### config.mk
export PLATFORM = sky130hd
export DESIGN_NAME = hilo_ctrl
export DESIGN_NICKNAME = d
export VERILOG_FILES = /design/src/rtl/md_pkg.sv /design/src/rtl/hilo_lat_cnt.sv /design/src/rtl/hilo_ctrl.sv
export SDC_FILE = /design/constraint.sdc
export NUM_CORES = 1
export LEC_CHECK = 0
export CORE_MARGIN = 2
export CORE_UTILIZATION = 25
export CTS_BUF_LIST = sky130_fd_sc_hd__clkbuf_4 sky130_fd_sc_hd__clkbuf_8
export DETAILED_ROUTE_END_ITERATION = 10
export GPL_TIMING_DRIVEN = 0
export PLACE_DENSITY = 0.58
export SLEW_MARGIN = 20
export SYNTH_ARGS = -nofsm -noshare
export SYNTH_HDL_FRONTEND = slang
export SYNTH_SLANG_ARGS = --single-unit
### constraint.sdc
create_clock -name clk -period 5.7 [get_ports clk]
set_clock_uncertainty 0.05 [all_clocks]
set_input_delay 1.71 -clock clk [delete_from_list [all_inputs] [get_ports clk]]
set_output_delay 1.71 -clock clk [all_outputs]
set_load 0.05 [all_outputs]
### src/rtl/md_pkg.sv
// Shared multiply/divide definitions: op codes, FSM state encoding, op-class helpers.
package md_pkg;

  localparam logic [2:0] MD_MUL  = 3'b000;
  localparam logic [2:0] MD_MULU = 3'b001;
  localparam logic [2:0] MD_DIV  = 3'b010;
  localparam logic [2:0] MD_DIVU = 3'b011;
  localparam logic [2:0] MD_MTHI = 3'b100;
  localparam logic [2:0] MD_MTLO = 3'b101;

  typedef enum logic {
    ST_IDLE = 1'b0,
    ST_BUSY = 1'b1
  } md_state_e;

  function automatic logic md_is_mul(input logic [2:0] code);
    return (code == MD_MUL) || (code == MD_MULU);
  endfunction

  function automatic logic md_is_div(input logic [2:0] code);
    return (code == MD_DIV) || (code == MD_DIVU);
  endfunction

endpackage

### src/rtl/hilo_lat_cnt.sv
// Latency counter for the MD sequencer: load a start value, count down, flag zero.
module hilo_lat_cnt #(
  parameter int W = 5
) (
  input  logic         clk,
  input  logic         rst,
  input  logic         load,
  input  logic [W-1:0] load_val,
  input  logic         dec,
  output logic         zero
);

  logic [W-1:0] cnt;

  always_ff @(posedge clk) begin
    if (rst) begin
      cnt <= '0;
    end else if (load) begin
      cnt <= load_val;
    end else if (dec && (cnt != '0)) begin
      cnt <= cnt - 1'b1;
    end
  end

  assign zero = (cnt == '0);

endmodule

### src/rtl/hilo_ctrl.sv
// HI/LO sequencer: holds MD operands for a fixed latency, commits results, serves MFHI/MFLO.
// Optional macro HILO_BYPASS_EN forwards the MD result on the final busy cycle.
module hilo_ctrl
  import md_pkg::*;
#(
  parameter int MUL_LAT = 4,
  parameter int DIV_LAT = 32
) (
  input  logic        clk,
  input  logic        rst,
  input  logic        start,
  input  logic [2:0]  op,
  input  logic [31:0] a_in,
  input  logic [31:0] b_in,
  input  logic        flush,
  output logic [31:0] md_a,
  output logic [31:0] md_b,
  output logic [2:0]  md_ctr,
  input  logic [31:0] md_hi,
  input  logic [31:0] md_lo,
  output logic        issue_rdy,
  output logic        busy,
  input  logic        rd_req,
  input  logic        rd_sel,
  output logic [31:0] rd_data,
  output logic        stall,
  output logic        dz
);

  localparam int MAX_LAT = (MUL_LAT > DIV_LAT) ? MUL_LAT : DIV_LAT;
  localparam int CNT_W   = (MAX_LAT > 1) ? $clog2(MAX_LAT) : 1;
  localparam logic [CNT_W-1:0] MUL_LOAD = CNT_W'(MUL_LAT - 1);
  localparam logic [CNT_W-1:0] DIV_LOAD = CNT_W'(DIV_LAT - 1);

  md_state_e   state;
  logic [31:0] hi_q;
  logic [31:0] lo_q;
  logic        cnt_zero;
  logic        accept_md;
  logic        commit;
  logic        div_zero;

  assign accept_md = (state == ST_IDLE) && start && (md_is_mul(op) || md_is_div(op));
  // flush wins over the final-cycle commit
  assign commit    = (state == ST_BUSY) && cnt_zero && !flush;
  assign div_zero  = md_is_div(md_ctr) && (md_b == 32'd0);

  hilo_lat_cnt #(
    .W(CNT_W)
  ) u_lat_cnt (
    .clk     (clk),
    .rst     (rst),
    .load    (accept_md),
    .load_val(md_is_div(op) ? DIV_LOAD : MUL_LOAD),
    .dec     (state == ST_BUSY),
    .zero    (cnt_zero)
  );

  always_ff @(posedge clk) begin
    if (rst) begin
      state  <= ST_IDLE;
      hi_q   <= '0;
      lo_q   <= '0;
      md_a   <= '0;
      md_b   <= '0;
      md_ctr <= MD_MUL;
      dz     <= 1'b0;
    end else begin
      dz <= 1'b0;
      case (state)
        ST_IDLE: begin
          if (start) begin
            case (op)
              MD_MUL, MD_MULU, MD_DIV, MD_DIVU: begin
                md_a   <= a_in;
                md_b   <= b_in;
                md_ctr <= op;
                state  <= ST_BUSY;
              end
              MD_MTHI: hi_q <= a_in;
              MD_MTLO: lo_q <= a_in;
              default: ;
            endcase
          end
        end
        ST_BUSY: begin
          if (flush || cnt_zero) begin
            state <= ST_IDLE;
          end
          if (commit) begin
            if (div_zero) begin
              dz <= 1'b1;
            end else begin
              hi_q <= md_hi;
              lo_q <= md_lo;
            end
          end
        end
        default: state <= ST_IDLE;
      endcase
    end
  end

  assign issue_rdy = (state == ST_IDLE);
  assign busy      = (state == ST_BUSY);

`ifdef HILO_BYPASS_EN
  logic fwd;
  assign fwd     = commit && !div_zero;
  assign stall   = rd_req && busy && !commit;
  assign rd_data = fwd ? (rd_sel ? md_hi : md_lo) : (rd_sel ? hi_q : lo_q);
`else
  assign stall   = rd_req && busy;
  assign rd_data = rd_sel ? hi_q : lo_q;
`endif

endmodule
==> results by group <==
Status
  • Status: finished, final reports clean

Floorplan
  • Die X: 156.6 µm
  • Initial Util: 0.2562
  • Die Y: 156.6 µm
  • Ports: 240
  • DIE AREA: 0.02451 mm²
  • Core area: 0.02271 mm²
  • Std-Cell Rows: 55

Clock tree
  • CTS tree: yes
  • Setup Buffers After CTS: 0
  • Num Clock Sinks: 138
  • Skew-Pair Late Insertion Delay: 0.45 ns
  • Max clock buf depth: 2
  • Hold buffer count at cts: 0
  • Total number of H-tree levels: 4
  • Post_cts resized: 0
  • CTS Buf Count: 17
  • Clk pin slew, worst setup/hold paths: 0.07 ns
  • CTS Root Cell: clkbuf_8

Detailed routing
  • DR iter-0 viols: 182
  • WL/cell: 18.11 µm
  • Antenna Violating Nets Remaining: 0
  • Vias per cell: 4.663
  • Via count: 5535
  • DRC: 0
  • DR pass1 iterations: 4
  • Final wirelength: 21500 µm

Synth
  • Number of synthesized flops with an enable pin: 0
  • Seq cells post-synth: 138
  • Top FF cell, synth: dfxtp_1
  • Netlist cell types: 37
  • Post-synth ARST share: 0
  • Mapped Cells: 633
  • Cell area after synthesis: 0.005818 mm²
  • Ys Warns: 0
  • Post-synthesis sequential area ratio: 0.4748
  • Synthesized Nets: 771
  • Synth Area per Inst: 9.191 µm²

Global route
  • First-pass GRT wire length: 32540 µm
  • Antenna violations before repair: 1
  • Vias in the first global route: 5759
  • Gr usage total: 0.1747
  • GRT Residual Overflow: 0
  • Pin count of the biggest net entering global routing: 17

Min path
  • Worst hold path class: flip-flop to flip-flop

STA
  • # setup viols final: 0
  • Fin crit period: 5.471 ns
  • Max-slew violations: 0
  • Maximum operating frequency: 0.1828 GHz
  • Slew HR: 0.5138
  • Setup TNS: 0 ns
  • Fraction of the cycle the final worst path needs: 0.9599
  • RSZ-0062 raised after global routing: false
  • Final hold violations: 0
  • Worst slew pin tran: 0.7191 ns

Finish
  • Antenna cells: 0
  • Layout cells sized above 1: 0.1186
  • Seq. cell area: 0.002763 mm²
  • Final nets: 1028
  • Util after Layout: 0.3940
  • Area of the multi-input gates: 0.002826 mm²
  • Filler Cells Inserted: 2340
  • Syn-to-layout area delta: 53.78%

Worst setup path
  • Worst Path Required: 3.94 ns
  • CP startpoint kind: input pin
  • Worst Path Arrival: 3.71 ns
  • Crit end category: output pin
  • Crit Path Max Fanout: 10
  • Crit Path Class: input pin to output pin
  • Reg2Reg Setup Slack: 3.09 ns

Power
  • Leakage: 3.113 nW
  • Pwr dens: 262.8 mW/mm²
  • Worst VDD drop: 0.0001226 V

Flow run
  • Max_cap viols: 0

Place
  • Detailed Place HPWL: 15590 µm
  • # port buffers: 238
  • RD Place Congestion: 0.7533
## cell families (layout without fill, tap and decap cells)
group / count (synthesis) / after routing / share of synthesized area
mux: 32 / 32 / 0.06194
buf+inv: 53 / 322 / 0.03935
simple gates: 198 / 198 / 0.1561
compound gates: 209 / 209 / 0.2626
fa+ha+maj: 1 / 1 / 0.002150
xor+xnor: 2 / 2 / 0.003011
flops: 138 / 138 / 0.4748
## power by group
group          total, W  internal, W  switching, W  leakage [nW]
clock network  0.000813     0.000414      0.000399         0.198
logic          0.000501     0.000212      0.000289          1.79
registers       0.00104      0.00101     0.0000294          1.12
## layout by cell type (no fill, tap or decap), types with 4 or more instances in the layout
cell type        count
a21oi_1            135
buf_1                4
buf_2                6
clkbuf_1            37
clkbuf_8            19
clkdlybuf4s50_1    238
clkinv_2             4
dfxtp_1            138
mux2_2              32
nand2_1            136
nor2_1               5
nor2b_1             33
nor4_1               8
o2bb2ai_1           34
o2bb2ai_2           30
## area by class of cell
type | instances | share of cell area
sequential | 138 | 0.3088
inverter | 3 | 0.001259
timing repair buffer | 238 | 0.2663
buffer | 50 | 0.02433
multi-input combinational | 442 | 0.3159
clock inverter | 11 | 0.01356
tap | 285 | 0.03985
clock buffer | 20 | 0.03007
## worst paths after layout
path	end	cells past startpoint	startpoint
setup / recovery	rd_data[3]	4	rd_sel
hold / removal	md_a[16]	2	md_a[16]
setup reg to reg	hi_q[20]	6	md_b[7]
hold reg to reg	md_a[16]	2	md_a[16]
## per-layer routing
layer / vias up / global-route usage / wire length [µm]
met2: 176 / 0.2899 / 10070
met1: 2592 / 0.2223 / 9762
li1: 2753 / - / -
met5: - / 0 / 11
met3: 12 / 0.05317 / 1471
met4: 2 / 0.04150 / 175
## synth_stat cells, drive strengths merged, types with 2 or more instances
master | instances | area share
a21oi | 135 | 0.12
a221oi | 2 | 0.0090
buf | 13 | 0.014
clkbuf | 37 | 0.024
dfxtp | 138 | 0.47
inv | 3 | 0.0019
mux2 | 32 | 0.062
nand2 | 136 | 0.088
nand3 | 2 | 0.0017
nor2 | 5 | 0.0032
nor2b | 33 | 0.035
nor3 | 3 | 0.0026
nor4 | 8 | 0.0086
nor4b | 2 | 0.0041
o21ai | 4 | 0.0034
o2bb2ai | 64 | 0.13
or3 | 2 | 0.0030
## registers in the layout (all words and copies together) (netlist names)
| name | cells |
|---|---|
| md_b | 32 |
| lo_q | 32 |
| busy | 1 |
| md_a | 32 |
| dz | 1 |
| hi_q | 32 |
| md_ctr | 3 |
| u_lat_cnt.cnt | 5 |
## metrics by stage
| stage | cells | area [µm²] | worst slack, ns | hold slack, ns | power [W] |
|---|---|---|---|---|---|
| floorplan | 633 | 5818 | 1.217 | 0.3769 | 0.001333 |
| global placement | 1156 | 8557 | 0.2505 | 0.3894 | 0.001562 |
| detailed placement | 1156 | 8557 | 0.2416 | 0.3932 | 0.001564 |
| CTS | 1187 | 8947 | 0.2397 | 0.4078 | 0.002383 |
| global route | 1187 | 8947 | 0.1908 | 0.4215 | 0.002460 |
| finish | 1187 | 8947 | 0.2287 | 0.4075 | 0.002352 |
## worst max-delay path, stage by stage
cell,delay (ns)
clkbuf_1,0.27
buf_1,0.60
mux2_2,0.41
clkdlybuf4s50_1,0.72
No activity file was read; power rests on OpenSTA's default activity.
